## src/rtl/autoconfig_dram_ctrl.sv

```systemverilog
// Zorro II autoconfig responder plus CBR-refresh DRAM controller for Amiga FastRAM
// expansions. Offer size, board IDs, refresh rate and DRAM geometry are parameters.
module autoconfig_dram_ctrl #(
    parameter int          MAX_LOG2_MB      = 3,
    parameter int          MIN_LOG2_MB      = 0,
    parameter logic [15:0] MFG_ID           = 16'h07DB,
    parameter logic [7:0]  PROD_ID          = 8'd70,
    parameter logic [15:0] SERIAL           = 16'd421,
    parameter int          REFRESH_INTERVAL = 109,
    parameter int          ROW_BITS         = 12,
    parameter int          COL_BITS         = 10
) (
    input  logic                CLK,
    input  logic                RESET,
    input  logic                CFGINn,
    input  logic                ASn,
    input  logic                UDSn,
    input  logic                LDSn,
    input  logic                RWn,
    input  logic [23:1]         ADDR,
    input  logic [3:0]          DBUS_IN,
    output logic [3:0]          DBUS_OUT,
    output logic                DBUS_OE,
    output logic [ROW_BITS-1:0] MADDR,
    output logic                CFGOUTn,
    output logic                RASn,
    output logic                UCASn,
    output logic                LCASn,
    output logic                OEn,
    output logic                MEMWn,
    output logic                REFRESH_OVF
);
    localparam int TMR_W = $clog2(REFRESH_INTERVAL);

    typedef enum logic [1:0] {AC_OFFER, AC_DONE, AC_SHUTUP} ac_state_t;
    typedef enum logic [2:0] {D_IDLE, D_ROW, D_COL, D_HOLD, D_PRE,
                              D_RF_CAS, D_RF_RAS, D_RF_PRE} dram_state_t;

    logic [4:0]       bus_p0, bus_p1;
    logic             as_p2, uds_p2;
    logic             as_s, uds_s, lds_s, rw_s, cfgin_s;
    ac_state_t        ac_state;
    dram_state_t      dram_state;
    logic [1:0]       size_log2;
    logic [3:0]       base;
    logic             configured;
    logic             active, hit, tmr_wrap, rf_done;
    logic [4:0]       bank, lo, hi;
    logic [TMR_W-1:0] rf_timer;
    logic [2:0]       debt;

    function automatic logic [3:0] size_code(input logic [1:0] s);
        case (s)
            2'd3:    return 4'h0;
            2'd2:    return 4'h7;
            2'd1:    return 4'h6;
            default: return 4'h5;
        endcase
    endfunction

    function automatic logic [3:0] cfg_nibble(input logic [6:0] r, input logic [1:0] s);
        case (r)
            7'h00:        return 4'hE;
            7'h01:        return size_code(s);
            7'h02:        return ~PROD_ID[7:4];
            7'h03:        return ~PROD_ID[3:0];
            7'h04:        return ~4'd8;
            7'h05:        return ~4'd0;
            7'h08:        return ~MFG_ID[15:12];
            7'h09:        return ~MFG_ID[11:8];
            7'h0A:        return ~MFG_ID[7:4];
            7'h0B:        return ~MFG_ID[3:0];
            7'h10:        return ~SERIAL[15:12];
            7'h11:        return ~SERIAL[11:8];
            7'h12:        return ~SERIAL[7:4];
            7'h13:        return ~SERIAL[3:0];
            7'h20, 7'h21: return 4'h0;
            default:      return 4'hF;
        endcase
    endfunction

    function automatic logic [2:0] debt_sat_inc(input logic [2:0] d);
        return (d == 3'd7) ? 3'd7 : d + 3'd1;
    endfunction

    // p0/p1: two-flop synchronisers; p2: previous synchronised value for edge detection
    always_ff @(posedge CLK or posedge RESET) begin
        if (RESET) begin
            bus_p0 <= '1;
            bus_p1 <= '1;
            as_p2  <= 1'b1;
            uds_p2 <= 1'b1;
        end else begin
            bus_p0 <= {ASn, UDSn, LDSn, RWn, CFGINn};
            bus_p1 <= bus_p0;
            as_p2  <= bus_p1[4];
            uds_p2 <= bus_p1[3];
        end
    end

    assign {as_s, uds_s, lds_s, rw_s, cfgin_s} = bus_p1;
    assign active = (ADDR[23:16] == 8'hE8) && !cfgin_s && (ac_state == AC_OFFER);

    // Bounds are 5 bits wide so base + size cannot wrap past bank F
    assign bank = {1'b0, ADDR[23:20]};
    assign lo   = {1'b0, base};
    assign hi   = lo + (5'd1 << size_log2);
    assign hit  = configured && (bank >= lo) && (bank < hi) && (bank >= 5'd2) && (bank <= 5'd9);

    always_ff @(posedge CLK or posedge RESET) begin
        if (RESET) begin
            ac_state   <= AC_OFFER;
            size_log2  <= 2'(MAX_LOG2_MB);
            base       <= 4'h0;
            configured <= 1'b0;
            CFGOUTn    <= 1'b1;
            DBUS_OE    <= 1'b0;
            DBUS_OUT   <= 4'hF;
        end else begin
            DBUS_OE  <= active && rw_s && !as_s && !uds_s;
            DBUS_OUT <= active ? cfg_nibble(ADDR[7:1], size_log2) : 4'hF;
            if (active && !rw_s && !as_s && uds_p2 && !uds_s) begin
                if (ADDR[7:1] == 7'h26) begin
                    if (size_log2 > 2'(MIN_LOG2_MB))
                        size_log2 <= size_log2 - 2'd1;
                    else
                        ac_state <= AC_SHUTUP;
                end else if (ADDR[7:1] == 7'h24) begin
                    base       <= DBUS_IN;
                    configured <= 1'b1;
                    ac_state   <= AC_DONE;
                end
            end
            if (!as_p2 && as_s)
                CFGOUTn <= (ac_state == AC_OFFER);
        end
    end

    assign tmr_wrap = (rf_timer == TMR_W'(REFRESH_INTERVAL - 1));
    assign rf_done  = (dram_state == D_RF_PRE);

    always_ff @(posedge CLK or posedge RESET) begin
        if (RESET) begin
            rf_timer    <= '0;
            debt        <= 3'd0;
            REFRESH_OVF <= 1'b0;
        end else begin
            rf_timer <= tmr_wrap ? '0 : rf_timer + 1'b1;
            if (tmr_wrap && !rf_done) begin
                debt <= debt_sat_inc(debt);
                if (debt_sat_inc(debt) == 3'd7)
                    REFRESH_OVF <= 1'b1;
            end else if (!tmr_wrap && rf_done) begin
                debt <= debt - 3'd1;
            end
        end
    end

    always_ff @(posedge CLK or posedge RESET) begin
        if (RESET) begin
            dram_state <= D_IDLE;
            MADDR      <= '0;
            RASn       <= 1'b1;
            UCASn      <= 1'b1;
            LCASn      <= 1'b1;
            OEn        <= 1'b1;
            MEMWn      <= 1'b1;
        end else begin
            OEn   <= !(dram_state inside {D_ROW, D_COL, D_HOLD}) || as_s || (uds_s && lds_s);
            MEMWn <= rw_s || (uds_s && lds_s) || (dram_state == D_IDLE);
            case (dram_state)
                D_IDLE: begin
                    MADDR <= ADDR[COL_BITS+ROW_BITS:COL_BITS+1];
                    if (!as_s && hit) begin
                        dram_state <= D_ROW;
                        RASn       <= 1'b0;
                    end else if (as_s && debt != 3'd0) begin
                        dram_state <= D_RF_CAS;
                        UCASn      <= 1'b0;
                        LCASn      <= 1'b0;
                    end
                end
                D_ROW: begin
                    dram_state <= D_COL;
                    MADDR      <= ROW_BITS'(ADDR[COL_BITS:1]);
                    UCASn      <= uds_s;
                    LCASn      <= lds_s;
                end
                D_COL: begin
                    if (as_s) begin
                        dram_state <= D_PRE;
                        {RASn, UCASn, LCASn} <= 3'b111;
                    end else begin
                        UCASn <= uds_s;
                        LCASn <= lds_s;
                        if (!UCASn || !LCASn)
                            dram_state <= D_HOLD;
                    end
                end
                D_HOLD: begin
                    if (as_s) begin
                        dram_state <= D_PRE;
                        {RASn, UCASn, LCASn} <= 3'b111;
                    end
                end
                D_PRE:    dram_state <= D_IDLE;
                D_RF_CAS: begin
                    dram_state <= D_RF_RAS;
                    RASn       <= 1'b0;
                end
                D_RF_RAS: begin
                    dram_state <= D_RF_PRE;
                    {RASn, UCASn, LCASn} <= 3'b111;
                end
                D_RF_PRE: dram_state <= D_IDLE;
                default:  dram_state <= D_IDLE;
            endcase
        end
    end
endmodule

```

## config.mk

```make
export PLATFORM = sky130hd
export DESIGN_NAME = autoconfig_dram_ctrl
export DESIGN_NICKNAME = d
export VERILOG_FILES = /design/src/rtl/autoconfig_dram_ctrl.sv
export SDC_FILE = /design/constraint.sdc
export NUM_CORES = 1
export LEC_CHECK = 0
export CORE_UTILIZATION = 53
export DETAILED_ROUTE_END_ITERATION = 8
export GPL_TIMING_DRIVEN = 0
export PLACE_DENSITY = 0.8
export SETUP_SLACK_MARGIN = 0.15
export SLEW_MARGIN = 0
export SYNTH_ARGS = -nofsm -noshare
export SYNTH_HDL_FRONTEND = slang
export SYNTH_SLANG_ARGS = --single-unit
```

## constraint.sdc

```tcl
create_clock -name CLK -period 3.06 [get_ports CLK]
set_clock_uncertainty 0.15 [all_clocks]
set_input_delay 0.612 -clock CLK [delete_from_list [all_inputs] [get_ports CLK]]
set_output_delay 0.612 -clock CLK [all_outputs]
set_load 0.02 [all_outputs]
```

==> flow_metrics.env <==
export IMPL_wl_per_cell_um=16.30
export IMPL_met3_length_um=393
export IMPL_start_util_pct=55.01
export IMPL_drt_pass1_iterations=6
export IMPL_num_antenna_cells=0
export IMPL_ys_seq_area_share_pct=45.49
export IMPL_clock_power_share_pct=27.4
export IMPL_grt_pass1_wl_um=12330
export IMPL_crit_path_max_fanout=4
export IMPL_rsz0062_at_grt="false"
export IMPL_core_area_um2=5921
export IMPL_postLayoutCoreUtil_pct=71.22
export IMPL_antenna_found_initial=0
export IMPL_final_area_um2=4217
export IMPL_drive_gt1_share_pct=20.82
export IMPL_clock_root_buffer="clkbuf_8"
export IMPL_tightest_slew_ns=0.7367
export IMPL_gp_congestion=0.8674
export IMPL_viasPerCell=5.806
export IMPL_slew_violations=0
export IMPL_setup_viol=0
export IMPL_nNetsFinal=441
export IMPL_tritoncts="done"
export IMPL_timing_hold_violations_final=0
export IMPL_yosys_cell_types_count=59
export IMPL_synth_edf_count=0
export IMPL_finalCritPeriodShare_pct=94.21
export IMPL_reg2reg_setup_slack_ns=0.18
export IMPL_async_reset_ff_share_pct=100.0
export IMPL_drtIter0Drc=171
export IMPL_relSlewSlack_pct=50.51
export IMPL_powerDensity_nw_per_um2=683.2
export IMPL_pre_cts_ws_ns=0.01361
export IMPL_antenna_left=0
export IMPL_path_clk_slew_ns=0.07
export IMPL_grt_pass1_vias=2649
export IMPL_fmax_mhz=346.9
export IMPL_crit_path_start_kind="flop"
export IMPL_htree_levels=3
export IMPL_combPwrFrac_pct=36.3
export IMPL_worstPathArrival_ns=2.97
export IMPL_end_kind="flop"
export IMPL_rows=28
export IMPL_fp_dieW_um=80.39
export IMPL_routed_wl_um=7565
export IMPL_power_leakage_nw=1.790
export IMPL_swShare_pct=34.37
export IMPL_syn_area_per_cell_um2=10.34
export IMPL_synth_seq_cells=58
export IMPL_hold_class="reg -> reg"
export IMPL_dpl_hpwl_um=5362
export IMPL_ir_drop_uv=474.2
export IMPL_p_sw_w=0.0009901
export IMPL_cts_buffers_inserted=9
export IMPL_drc=0
export IMPL_instances_no_fill=464
export IMPL_grtUsageTotal_pct=25.44
export IMPL_clockBufferDepth=2
export IMPL_fillerInstances=426
export IMPL_syn_cell_area_um2=3257
export IMPL_synth_ff_type="dfrtp_1"
export IMPL_die_area_um2=6463
export IMPL_io_pins=58
export IMPL_clk_insertion_delay_late_ns=0.34
export IMPL_status="finished clean"
export IMPL_synthesis_nets=372
export IMPL_timing_final_ws_setup_ns=0.1773
export IMPL_intPower_w=0.001891
export IMPL_layout_common_cells="clkdlybuf4s50_1 (54), dfrtp_1 (34), nand2_1 (29)"
export IMPL_synthCells=315
export IMPL_dr_wl_met2_um=3739
export IMPL_drt_met1_wl_um=3217
export IMPL_fin_crit_ns=2.883
export IMPL_crit_required_ns=3.15
export IMPL_layout_commonest_cell="clkdlybuf4s50_1"
export IMPL_via_count=2694
export IMPL_cts_sinks=58
export IMPL_critPathKind="reg -> reg"
export IMPL_dp_cells=445
export IMPL_grt_start_max_net_pins=43
export IMPL_place_area_um2=3911
export IMPL_die_y_um=80.39
export IMPL_grt_overflow_total=0
export IMPL_portBuffers=54
export IMPL_syn_to_final_growth_pct=29.47
export IMPL_power_frac_seq_pct=36.2
export IMPL_top_layer="met4"
export IMPL_maxCapViolations=0
export IMPL_yosys_warnings=0
## metal layers
layer	vias to the layer above	global-route usage (%)
met3	25	4.205
li1	1247	-
met4	0	13.75
met2	119	41.44
met1	1303	32.08
met5	-	0
## synthesized netlist by cell type, drive strengths merged (5+ instances only)
| cell | count | share of area, % |
|---|---|---|
| dfrtp | 34 | 26 |
| o21ai | 23 | 3.5 |
| ha | 22 | 8.5 |
| nor2 | 25 | 3.4 |
| nand2 | 29 | 3.3 |
| inv | 23 | 2.7 |
| clkbuf | 7 | 1.4 |
| a21oi | 16 | 2.5 |
| xnor2 | 7 | 1.9 |
| nand3 | 5 | 0.77 |
| nand4 | 6 | 1.6 |
| buf | 7 | 1.6 |
| nand2b | 6 | 1.2 |
| nor3 | 7 | 1.2 |
| dfstp | 24 | 19 |
| mux2 | 5 | 2.2 |
| mux2i | 13 | 4.0 |
## per-stage QoR
step / setup TNS [ns] / total power, W / hold slack [ns]
2_1_floorplan: 0 / 0.001683 / 0.1952
3_3_place_gp: -2.997 / 0.002036 / 0.1966
3_5_place_dp: 0 / 0.002079 / 0.1972
4_1_cts: 0 / 0.002873 / 0.2039
5_1_grt: 0 / 0.003054 / 0.2093
6_report: 0 / 0.002881 / 0.2038
## layout make-up
class	count	area [µm²]	share of cell area (%)
flip-flops and latches	58	1481	35.13
well taps	75	93.84	2.226
plain buffers	14	98.84	2.344
clock inverters	5	77.57	1.840
repair buffers	58	583.1	13.83
inverters	23	91.34	2.166
clock buffers	11	141.4	3.353
multi-input cells	220	1649	39.11
## power by group through the flow
| stage | combinational [W] | clock [W] | sequential (W) |
|---|---|---|---|
| 2_1_floorplan | 0.000522 | 0 | 0.00116 |
| 3_3_place_gp | 0.000991 | 0 | 0.00104 |
| 3_5_place_dp | 0.00102 | 0 | 0.00106 |
| 4_1_cts | 0.00103 | 0.000797 | 0.00104 |
| 5_1_grt | 0.00116 | 0.000831 | 0.00106 |
| 6_report | 0.00105 | 0.000790 | 0.00104 |
## cell families (layout without fill, tap and decap cells)
kind of cell	after synthesis	after routing	synth area share [%]
mux	18	18	6.185
xor+xnor	10	10	2.689
compound gates	71	71	13.79
fa+ha+maj	24	24	9.374
simple gates	97	97	16.79
flops	58	58	45.49
buf+inv	37	111	5.686
## path summary, 6_finish.rpt
check | end | startpoint | cells past startpoint
hold / removal | bus_p1[0] | bus_p0[0] | 0
max in group asynchronous | MEMWn | RESET | 3
setup reg to reg | dram_state[2] | size_log2[1] | 11
hold reg to reg | bus_p1[0] | bus_p0[0] | 0
min in group asynchronous | base[3] | RESET | 2
setup / recovery | dram_state[2] | size_log2[1] | 11
## registers in the layout, summed over array words and instances (netlist names)
register	count
CFGOUTn	1
DBUS_OE	1
DBUS_OUT	4
LCASn	1
MADDR	12
MEMWn	1
OEn	1
RASn	1
REFRESH_OVF	1
UCASn	1
ac_state	2
as_p2	1
base	4
bus_p0	5
bus_p1	5
configured	1
debt	3
dram_state	3
rf_timer	7
size_log2	2
uds_p2	1
## worst max-delay path, stage by stage (launching register included)
cell	delay, ns
dfstp_2	0.56
inv_4	0.06
ha_4	0.17
ha_4	0.17
inv_2	0.05
fa_2	0.44
ha_2	0.19
or3_1	0.36
o211ai_1	0.20
buf_4	0.17
a221oi_2	0.06
o21a_1	0.18
## timing repair
item	CTS	global route
hold buffers	0	0
setup buffers	3	0
endpoints found under the setup margin	3	3
endpoints found under the hold margin	0	0
resized for setup	4	15
pin swaps	1	5
(Power assumes the default switching activity.)
